--- config.mk ---
export PLATFORM = sky130hd
export DESIGN_NAME = cv32e40x_amo_sequencer
export DESIGN_NICKNAME = d
export VERILOG_FILES = /design/src/rtl/cv32e40x_pkg.sv /design/src/rtl/cv32e40x_amo_alu.sv /design/src/rtl/cv32e40x_amo_sequencer.sv
export SDC_FILE = /design/constraint.sdc
export NUM_CORES = 1
export LEC_CHECK = 0
export CAP_MARGIN = 20
export CORE_MARGIN = 2
export CORE_UTILIZATION = 50
export CTS_CLUSTER_DIAMETER = 50
export CTS_CLUSTER_SIZE = 16
export DETAILED_ROUTE_END_ITERATION = 10
export PLACE_DENSITY = 0.74
export SLEW_MARGIN = 10
export SYNTH_ARGS = -nofsm -noshare
export SYNTH_HDL_FRONTEND = slang
export SYNTH_SLANG_ARGS = --single-unit
export TNS_END_PERCENT = 5
--- constraint.sdc ---
create_clock -name clk -period 2.66 [get_ports clk]
set_input_delay 0.798 -clock clk [delete_from_list [all_inputs] [get_ports clk]]
set_output_delay 0.798 -clock clk [all_outputs]
set_load 0.02 [all_outputs]
--- src/rtl/cv32e40x_pkg.sv ---
// Purpose: shared types and constants for the atomic-memory-operation sequencer.
// Latency: n/a (types, constants and a pure decode function only).
// Backpressure: n/a.
package cv32e40x_pkg;

    // RV32A funct5 encodings (atop[4:0]; atop[5] marks the access as atomic)
    localparam logic [4:0] AMO_ADD  = 5'b00000;
    localparam logic [4:0] AMO_SWAP = 5'b00001;
    localparam logic [4:0] AMO_LR   = 5'b00010;
    localparam logic [4:0] AMO_SC   = 5'b00011;
    localparam logic [4:0] AMO_XOR  = 5'b00100;
    localparam logic [4:0] AMO_OR   = 5'b01000;
    localparam logic [4:0] AMO_AND  = 5'b01100;
    localparam logic [4:0] AMO_MIN  = 5'b10000;
    localparam logic [4:0] AMO_MAX  = 5'b10100;
    localparam logic [4:0] AMO_MINU = 5'b11000;
    localparam logic [4:0] AMO_MAXU = 5'b11100;

    typedef enum logic [2:0] {
        AMO_IDLE,
        AMO_RD_REQ,
        AMO_RD_WAIT,
        AMO_WR_REQ,
        AMO_WR_WAIT,
        AMO_RESP
    } amo_seq_state_e;

    // Word address is stored in full; the sequencer compares only the bits
    // above its reservation granule, so one struct serves every granule size.
    typedef struct packed {
        logic        valid;
        logic [31:2] addr;
    } amo_res_t;

    function automatic logic amo_funct5_legal(input logic [4:0] funct5);
        case (funct5)
            AMO_ADD, AMO_SWAP, AMO_LR, AMO_SC, AMO_XOR, AMO_OR, AMO_AND,
            AMO_MIN, AMO_MAX, AMO_MINU, AMO_MAXU: return 1'b1;
            default:                              return 1'b0;
        endcase
    endfunction

endpackage

--- src/rtl/cv32e40x_amo_alu.sv ---
// Purpose: combinational modify step of an AMO: new_val = f(old, b).
// Latency: 0 cycles (pure combinational).
// Backpressure: none.
// Ports: funct5 selects the op, old is the memory word, b is rs2, new_val the result.
module cv32e40x_amo_alu
    import cv32e40x_pkg::*;
(
    input  logic [4:0]  funct5,
    input  logic [31:0] old,
    input  logic [31:0] b,
    output logic [31:0] new_val
);

    always_comb begin
        new_val = old;
        case (funct5)
            AMO_SWAP: new_val = b;
            AMO_ADD:  new_val = old + b;
            AMO_XOR:  new_val = old ^ b;
            AMO_AND:  new_val = old & b;
            AMO_OR:   new_val = old | b;
            // Strict compares so that equal operands keep old
            AMO_MIN:  new_val = ($signed(b) < $signed(old)) ? b : old;
            AMO_MAX:  new_val = ($signed(b) > $signed(old)) ? b : old;
            AMO_MINU: new_val = (b < old) ? b : old;
            AMO_MAXU: new_val = (b > old) ? b : old;
            default:  new_val = old;
        endcase
    end

endmodule

--- src/rtl/cv32e40x_amo_sequencer.sv ---
// Purpose: runs RV32A word atomics as split read/modify/write OBI transactions; owns the LR/SC reservation.
// Latency: zero-wait bus, accept to resp_valid inclusive: AMO 6, LR 4, SC hit 4, SC miss / decode error 2 cycles.
// Backpressure: req_ready only in IDLE (one atomic in flight); bus phases hold until gnt; response has no backpressure.
// Ports: req_* from the LSU, resp_* one-cycle result pulse, res_clear_i kills the reservation, bus_* OBI data port.
module cv32e40x_amo_sequencer
    import cv32e40x_pkg::*;
#(
    parameter int unsigned RES_GRAN_LSB = 2
) (
    input  logic        clk,
    input  logic        rst_n,
    input  logic        req_valid_i,
    output logic        req_ready_o,
    input  logic [31:0] req_addr_i,
    input  logic [31:0] req_wdata_i,
    input  logic [5:0]  req_atop_i,
    output logic        resp_valid_o,
    output logic [31:0] resp_rdata_o,
    output logic        resp_err_o,
    input  logic        res_clear_i,
    output logic        bus_req_o,
    input  logic        bus_gnt_i,
    output logic [31:0] bus_addr_o,
    output logic        bus_we_o,
    output logic [3:0]  bus_be_o,
    output logic [31:0] bus_wdata_o,
    input  logic        bus_rvalid_i,
    input  logic [31:0] bus_rdata_i,
    input  logic        bus_err_i
);

    amo_seq_state_e state_q, state_d;
    logic [4:0]     op_q, op_d;
    logic [31:2]    addr_q, addr_d;
    logic [31:0]    operand_q, operand_d;
    logic [31:0]    old_q, old_d;
    logic [31:0]    wdata_q, wdata_d;
    logic [31:0]    rdata_q, rdata_d;
    logic           err_q, err_d;
    amo_res_t       res_q, res_d;

    logic [31:0]    alu_result;
    logic           req_bad;
    logic           sc_hit;
    logic           wr_hits_res;

    assign req_bad = (req_addr_i[1:0] != 2'b00) || !req_atop_i[5]
                   || !amo_funct5_legal(req_atop_i[4:0]);

    // A clear arriving in the SC accept cycle must beat the reservation
    assign sc_hit = res_q.valid && !res_clear_i
                  && (res_q.addr[31:RES_GRAN_LSB] == req_addr_i[31:RES_GRAN_LSB]);

    assign wr_hits_res = res_q.valid
                       && (res_q.addr[31:RES_GRAN_LSB] == addr_q[31:RES_GRAN_LSB]);

    // Modify straight off the read bus so the write can be issued next cycle
    cv32e40x_amo_alu u_alu (
        .funct5  (op_q),
        .old     (bus_rdata_i),
        .b       (operand_q),
        .new_val (alu_result)
    );

    always_comb begin
        state_d   = state_q;
        op_d      = op_q;
        addr_d    = addr_q;
        operand_d = operand_q;
        old_d     = old_q;
        wdata_d   = wdata_q;
        rdata_d   = rdata_q;
        err_d     = err_q;
        res_d     = res_q;

        case (state_q)
            AMO_IDLE: begin
                if (req_valid_i) begin
                    op_d      = req_atop_i[4:0];
                    addr_d    = req_addr_i[31:2];
                    operand_d = req_wdata_i;
                    rdata_d   = 32'h0;
                    err_d     = 1'b0;
                    if (req_bad) begin
                        err_d   = 1'b1;
                        state_d = AMO_RESP;
                    end else if (req_atop_i[4:0] == AMO_SC) begin
                        res_d.valid = 1'b0;
                        if (sc_hit) begin
                            wdata_d = req_wdata_i;
                            state_d = AMO_WR_REQ;
                        end else begin
                            rdata_d = 32'h1;
                            state_d = AMO_RESP;
                        end
                    end else begin
                        state_d = AMO_RD_REQ;
                    end
                end
            end
            AMO_RD_REQ: begin
                if (bus_gnt_i) state_d = AMO_RD_WAIT;
            end
            AMO_RD_WAIT: begin
                if (bus_rvalid_i) begin
                    old_d = bus_rdata_i;
                    if (bus_err_i) begin
                        err_d   = 1'b1;
                        state_d = AMO_RESP;
                    end else if (op_q == AMO_LR) begin
                        res_d.valid = 1'b1;
                        res_d.addr  = addr_q;
                        rdata_d     = bus_rdata_i;
                        state_d     = AMO_RESP;
                    end else begin
                        wdata_d = alu_result;
                        state_d = AMO_WR_REQ;
                    end
                end
            end
            AMO_WR_REQ: begin
                if (bus_gnt_i) begin
                    if (op_q != AMO_SC && wr_hits_res) res_d.valid = 1'b0;
                    state_d = AMO_WR_WAIT;
                end
            end
            AMO_WR_WAIT: begin
                if (bus_rvalid_i) begin
                    err_d   = bus_err_i;
                    rdata_d = (op_q == AMO_SC) ? {31'h0, bus_err_i} : old_q;
                    state_d = AMO_RESP;
                end
            end
            AMO_RESP: begin
                state_d = AMO_IDLE;
            end
            default: begin
                state_d = AMO_IDLE;
            end
        endcase

        if (res_clear_i) res_d.valid = 1'b0;
    end

    always_ff @(posedge clk or negedge rst_n) begin
        if (!rst_n) begin
            state_q   <= AMO_IDLE;
            op_q      <= 5'h0;
            addr_q    <= 30'h0;
            operand_q <= 32'h0;
            old_q     <= 32'h0;
            wdata_q   <= 32'h0;
            rdata_q   <= 32'h0;
            err_q     <= 1'b0;
            res_q     <= '0;
        end else begin
            state_q   <= state_d;
            op_q      <= op_d;
            addr_q    <= addr_d;
            operand_q <= operand_d;
            old_q     <= old_d;
            wdata_q   <= wdata_d;
            rdata_q   <= rdata_d;
            err_q     <= err_d;
            res_q     <= res_d;
        end
    end

    assign req_ready_o  = (state_q == AMO_IDLE);
    assign resp_valid_o = (state_q == AMO_RESP);
    assign resp_rdata_o = rdata_q;
    assign resp_err_o   = err_q;
    assign bus_req_o    = (state_q == AMO_RD_REQ) || (state_q == AMO_WR_REQ);
    assign bus_we_o     = (state_q == AMO_WR_REQ);
    assign bus_be_o     = 4'hF;
    assign bus_addr_o   = {addr_q, 2'b00};
    assign bus_wdata_o  = wdata_q;

endmodule

==> flow_metrics.env, run 1 <==
export IMPL_rr_startpoint="operand_q[14]$_DFFE_PN0P_"
export IMPL_antenna_found_initial=1
export IMPL_dp_hpwl_um=40100
export IMPL_required_ns=2.99
export IMPL_setup_ws_ns=-0.533
export IMPL_fill_cells=2029
export IMPL_grt_setup_unrepaired="true"
export IMPL_cts_buffer_depth=2
export IMPL_synth_yosys_seq_area_share_pct=35.6
export IMPL_synth_cells=1531
export IMPL_cts_sinks=198
export IMPL_min_period_over_period_pct=120
export IMPL_drive_above_1_share_pct=31.9
export IMPL_yosysUniqueCellTypes=89
export IMPL_crit_arrival_ns=3.53
export IMPL_hp_class="primary input to async pin"
export IMPL_rr_worst_depth=15
export IMPL_dieArea_um2=29200
export IMPL_finalNetCount=2214
export IMPL_vias=14200
export IMPL_via_per_inst=5.90
export IMPL_final_core_util_pct=73.4
export IMPL_leakagePower_nw=9.19
export IMPL_violations="setup timing"
export IMPL_status="finished, violations left"
export IMPL_root_buffer="clkbuf_16"
export IMPL_grt_overflow=0
export IMPL_setup_violations_final=33
export IMPL_synth_warnings=0
export IMPL_cts_htree_levels=4
export IMPL_synth_area_leaders="dfrtp_1 36%, ha_1 8.6%, mux2_2 8.2%"
export IMPL_drt_drc_violations_left=0
export IMPL_row_count=61
export IMPL_yosysTopAreaCell="dfrtp_1"
export IMPL_drv_slew=0
export IMPL_fp_dieH_um=171
export IMPL_dr_pass1_iters=6
export IMPL_slew_headroom_pct=44.7
export IMPL_fmax_ghz=0.313
export IMPL_cp_startpoint="bus_rdata_i[5]"
export IMPL_ioPinCount=214
export IMPL_holdWs_ns=0.238
export IMPL_async_reset_ff_share_pct=100
export IMPL_cp_start_kind="primary input"
export IMPL_cts_clk_slew_worst_paths_ns=0.08
export IMPL_cts_hold_buf=0
export IMPL_numCtsBuffers=17
export IMPL_routed_wl_um=53300
export IMPL_netlist_area_um2=13900
export IMPL_power_density_nw_per_um2=1120
export IMPL_period_needed_ns=3.19
export IMPL_worstSetupEndpointType="flip-flop"
export IMPL_ys_seq_elements=198
export IMPL_synth_ff_type="dfrtp_1"
export IMPL_final_antenna_net_count=0
export IMPL_area_delta_synth_final_pct=45.5
export IMPL_path_max_fanout=8
export IMPL_finalHoldViolCount=0
export IMPL_fin_total_pwr_mw=22.8
export IMPL_dp_slack_ns=-1.59
export IMPL_insertion_delay_ns=0.46
export IMPL_peakVddDrop_v=0.000754
export IMPL_diodes=0
export IMPL_cts_tree="built"
export IMPL_worst_setup_path_type="primary input to flip-flop"
export IMPL_drtIter0Drc=1326
export IMPL_coreArea_um2=27600
export IMPL_gp_congestion=0.991
export IMPL_start_util_pct=50.4
export IMPL_synth_edf_count=0
export IMPL_wire_per_inst_um=22.2
export IMPL_skew_ns=0.0138
export IMPL_die_x_um=171
export IMPL_port_buffers=207
export IMPL_grt_pass1_wl_um=80300
export IMPL_grt_pass1_vias=14200
export IMPL_max_slew_worst_pin_slew_ns=0.830
export IMPL_yosys_area_top_type_share_pct=35.6
export IMPL_grt_use_total_pct=36.3
export IMPL_avgSynthCellArea_um2=9.10
export IMPL_grt_start_max_net_pins=67
export IMPL_cap_violations=0
## cells by family (layout without fill, tap and decap cells)
group	count (synthesis)	count (layout)	synth area share (%)
adder cells (fa/ha/maj)	97	97	8.76
multiplexers	125	125	9.92
flip-flops	198	198	35.6
AND/OR/NAND/NOR	376	376	12.8
buffers and inverters	183	669	5.49
XOR/XNOR	81	81	5.09
other	2	6	0.0539
AO/OA/AOI/OAI	469	469	22.4
## routing by layer
layer | global-route usage, % | wire (um) | vias up
met2 | 59.2 | 25100 | 659
li1 | - | - | 6475
met3 | 8.00 | 4100 | 138
met5 | 0 | 11 | -
met4 | 21.1 | 3240 | 2
met1 | 44.2 | 20900 | 6889
## final timing paths
kind                                                     end  slack [ns]
worst max-delay path             bus_wdata_o[29]$_DFFE_PN0P_       -0.53
worst min-delay path             bus_wdata_o[16]$_DFFE_PN0P_        0.24
worst max register to register   bus_wdata_o[29]$_DFFE_PN0P_       -0.46
worst min register to register  resp_rdata_o[20]$_DFFE_PN0P_        0.48
max in group asynchronous             addr_q[28]$_DFFE_PN0P_        1.75
min in group clk                resp_rdata_o[20]$_DFFE_PN0P_        0.48
## synth_stat cells (19+ instances only)
cell type    n
dfrtp_1    198
nand2_1    152
o21ai_0    139
a21oi_1    125
mux2_2     101
ha_1        96
inv_1       82
nor2_1      71
clkbuf_1    66
xor2_1      41
xnor2_1     40
a22oi_1     31
nand3_1     31
mux2i_1     22
nand4_1     20
nor3_1      20
a221oi_1    19
a221oi_2    19
## cell type report
cell class | instances | area, um2 | share of cell area [%]
inverter | 84 | 335 | 1.65
sequential | 198 | 4960 | 24.4
clock buffer | 17 | 425 | 2.10
clock inverter | 15 | 161 | 0.796
timing repair buffer | 553 | 4890 | 24.1
tap | 378 | 473 | 2.33
multi-input combinational | 1154 | 9030 | 44.5
## sequential cells by signal, indices dropped and copies added (netlist names)
| name | flops |
|---|---|
| bus_wdata_o | 32 |
| old_q | 32 |
| operand_q | 32 |
| resp_rdata_o | 32 |
| res_q | 31 |
| addr_q | 30 |
| op_q | 5 |
| state_q | 3 |
| resp_err_o | 1 |
## where the power goes
group	leakage, nW	switching (mW)	internal [mW]
logic	6.39	7.88	6.99
clock network	0.277	1.37	1.25
registers	2.53	1.03	4.28
total	9.19	10.3	12.5
## worst max-delay path, cell delays in order
cell            delay [ns]
dlymetal6s2s_1        0.18
inv_1                 0.08
ha_1                  0.34
buf_4                 0.13
nor2_1                0.03
nand4_1               0.09
buf_4                 0.15
o221ai_4              0.13
o31a_2                0.38
buf_4                 0.15
o21ai_4               0.14
nand3_2               0.10
a21o_4                0.26
buf_16                0.17
a221oi_4              0.26
a21oi_1               0.09
## timing repair
| action | CTS | global route |
|---|---|---|
| cloned | 1 | 0 |
| gates resized for setup | 39 | 148 |
| setup buffers | 7 | 7 |
| pin swaps | 29 | 50 |
| setup endpoints to repair | 37 | 35 |
| hold endpoints to repair | 0 | 0 |
## metrics by stage
| stage | setup TNS (ns) | instances | area [um2] |
|---|---|---|---|
| after global placement | -50.15 | 2353 | 18900 |
| after CTS | -25.73 | 2393 | 19700 |
| after detailed placement | -51.00 | 2353 | 18900 |
| final | -15.00 | 2399 | 20300 |
| after global routing | -17.24 | 2399 | 20300 |
| after floorplan | -14.26 | 1535 | 14200 |
## layout by cell type (no fill, tap or decap), types with 10 or more instances in the layout
cell type	instances
a21oi_2	11
nand2_1	151
a21oi_1	114
dlymetal6s2s_1	25
o21ai_0	130
buf_4	326
nor3_1	16
inv_2	28
a221oi_1	11
nand4_1	20
o22a_1	11
a21o_1	17
nor2_1	68
nand3_1	31
inv_1	51
buf_6	10
mux2i_1	21
a221oi_2	21
clkdlybuf4s50_1	170
ha_4	27
dfrtp_1	197
o211ai_1	13
and3_1	11
mux2_2	101
clkbuf_16	17
buf_12	11
xor2_1	41
a22oi_1	31
xnor2_1	40
ha_1	68
No activity file was read; power rests on OpenSTA's default activity.
==> run 2, diff against run 1 <==
CORE_UTILIZATION = 45   (was 50)
GPL_ROUTABILITY_DRIVEN = 0   (was default)
GPL_TIMING_DRIVEN = 0   (was default)
PLACE_DENSITY = 0.67   (was 0.74)
==> flow_metrics.env, run 2 (same netlist as run 1, synthesis figures left out) <==
export IMPL_numCtsBuffers=17
export IMPL_dp_slack_ns=-2.17
export IMPL_fp_dieH_um=180
export IMPL_drtIter0Drc=1721
export IMPL_worst_setup_path_type="primary input to flip-flop"
export IMPL_routed_wl_um=53600
export IMPL_coreArea_um2=30500
export IMPL_crit_path_frequent_cell="buf_12"
export IMPL_setup_ws_ns=-0.516
export IMPL_cp_start_kind="primary input"
export IMPL_power_density_nw_per_um2=1150
export IMPL_layout_cells_non_filler=2268
export IMPL_setup_violations_final=33
export IMPL_hp_class="primary input to async pin"
export IMPL_layout_commonest_cell="dfrtp_1"
export IMPL_cts_htree_levels=4
export IMPL_row_count=64
export IMPL_fin_total_pwr_mw=22.2
export IMPL_skew_ns=0.0136
export IMPL_required_ns=3.00
export IMPL_cts_clk_slew_worst_paths_ns=0.09
export IMPL_status="finished, violations left"
export IMPL_drv_slew=0
export IMPL_wire_per_inst_um=23.7
export IMPL_cts_tree="built"
export IMPL_vias=14100
export IMPL_slowest_stage="nor4_4"
export IMPL_dp_hpwl_um=37400
export IMPL_drt_drc_violations_left=0
export IMPL_finalHoldViolCount=0
export IMPL_antenna_found_initial=1
export IMPL_start_util_pct=45.7
export IMPL_fmax_ghz=0.315
export IMPL_path_max_fanout=7
export IMPL_area_delta_synth_final_pct=38.3
export IMPL_via_per_inst=6.20
export IMPL_min_period_over_period_pct=119
export IMPL_dp_cells=2141
export IMPL_crit_chain="buf_12 -> inv_12 -> ha_4 -> nor4_4 -> nand4_1 -> o221ai_2 -> o31a_4 -> or3_4 -> nand3_4 -> a21o_4 -> buf_12 -> a221oi_4 -> a21oi_2"
export IMPL_cts_sinks=198
export IMPL_cts_buffer_depth=2
export IMPL_max_slew_worst_pin_slew_ns=0.951
export IMPL_final_antenna_net_count=0
export IMPL_grt_start_max_net_pins=104
export IMPL_finalNetCount=2064
export IMPL_layout_common_cells="191 x dfrtp_1, 168 x clkdlybuf4s50_1, 151 x nand2_1"
export IMPL_dieArea_um2=32400
export IMPL_port_buffers=207
export IMPL_insertion_delay_ns=0.46
export IMPL_grt_overflow=0
export IMPL_root_buffer="clkbuf_16"
export IMPL_violations="setup timing"
export IMPL_period_needed_ns=3.18
export IMPL_dr_pass1_iters=7
export IMPL_crit_arrival_ns=3.52
export IMPL_drive_above_1_share_pct=26.9
export IMPL_leakagePower_nw=8.22
export IMPL_grt_pass1_wl_um=81700
export IMPL_peakVddDrop_v=0.000735
export IMPL_cts_hold_buf=0
export IMPL_grt_setup_unrepaired="true"
export IMPL_worstSetupEndpointType="flip-flop"
export IMPL_ioPinCount=214
export IMPL_cap_violations=0
export IMPL_grt_use_total_pct=32.6
export IMPL_grt_pass1_vias=13900
export IMPL_cpPeakStageDelay_ns=0.37
export IMPL_slew_headroom_pct=36.0
export IMPL_die_x_um=180
==> run 2: cell types whose count changed in the layout (fill, tap and decap cells not counted), sizes merged, moves of 2 or more <==
cell,before,now
inv,88,97
clkdlybuf4s50,170,168
clkinvlp,3,0
clkinv,8,2
dlymetal6s2s,25,1
buf,348,164
clkbuf,24,83
==> run 2: path summary, 6_finish.rpt <==
| path | from | to | slack, ns | cells after the start |
|---|---|---|---|---|
| setup / recovery | bus_rdata_i[14] | bus_wdata_o[21]$_DFFE_PN0P_ | -0.52 | 13 |
| hold / removal | rst_n | operand_q[18]$_DFFE_PN0P_ | 0.35 | 2 |
| setup reg to reg | operand_q[14]$_DFFE_PN0P_ | bus_wdata_o[21]$_DFFE_PN0P_ | -0.50 | 12 |
| hold reg to reg | resp_rdata_o[16]$_DFFE_PN0P_ | resp_rdata_o[16]$_DFFE_PN0P_ | 0.49 | 2 |
| max in group asynchronous | rst_n | res_q[0]$_DFFE_PN0P_ | 1.38 | 3 |
| min in group clk | resp_rdata_o[16]$_DFFE_PN0P_ | resp_rdata_o[16]$_DFFE_PN0P_ | 0.49 | 2 |
==> run 2: critical path, delay by kind of cell <==
family	cells	cell delay, ns
buf+inv	3	0.31
fa+ha+maj	1	0.27
compound gates	5	1.23
simple gates	4	0.87
==> run 2: metrics by stage <==
step	hold slack (ns)	setup TNS, ns	util (%)	cell area [um2]
floorplan	0.480	-14.26	-	14200
global placement	0.467	-1708.60	54.8	16700
detailed placement	0.472	-123.88	55.0	16800
CTS	0.377	-11.01	61.8	18800
global route	0.396	-16.83	63.2	19300
finish	0.351	-14.06	63.2	19300
==> run 2: routing by layer <==
| layer | track usage, % | part of all wire (%) |
|---|---|---|
| met5 | 0 | 0 |
| met4 | 19.4 | 6.4 |
| met3 | 8.59 | 11 |
| met2 | 48.9 | 43 |
| met1 | 42.2 | 39 |
==> run 2: cell type report <==
type | instances | area, um2
Inverter | 84 | 350
Antenna cell | 1 | 2.50
Multi-Input combinational cell | 1154 | 9200
Timing Repair Buffer | 309 | 3030
Clock buffer | 17 | 425
Tap cell | 396 | 495
Buffer | 94 | 627
Fill cell | 2484 | 11200
Clock inverter | 15 | 181
Sequential cell | 198 | 4960
==> run 2: repair_timing <==
item | in CTS | in global routing
resized for setup | 422 | 68
endpoints found under the setup margin | 103 | 102
cloned | 3 | 1
endpoints found under the hold margin | 0 | 0
buffers inserted | 71 | 25
pin swaps | 76 | 21
==> run 2: where the power goes <==
part	total (mW)	internal, mW	switching (mW)
Clock	2.77	1.30	1.47
Combinational	14.1	6.13	7.94
Sequential	5.39	4.28	1.11
Total	22.2	11.7	10.5
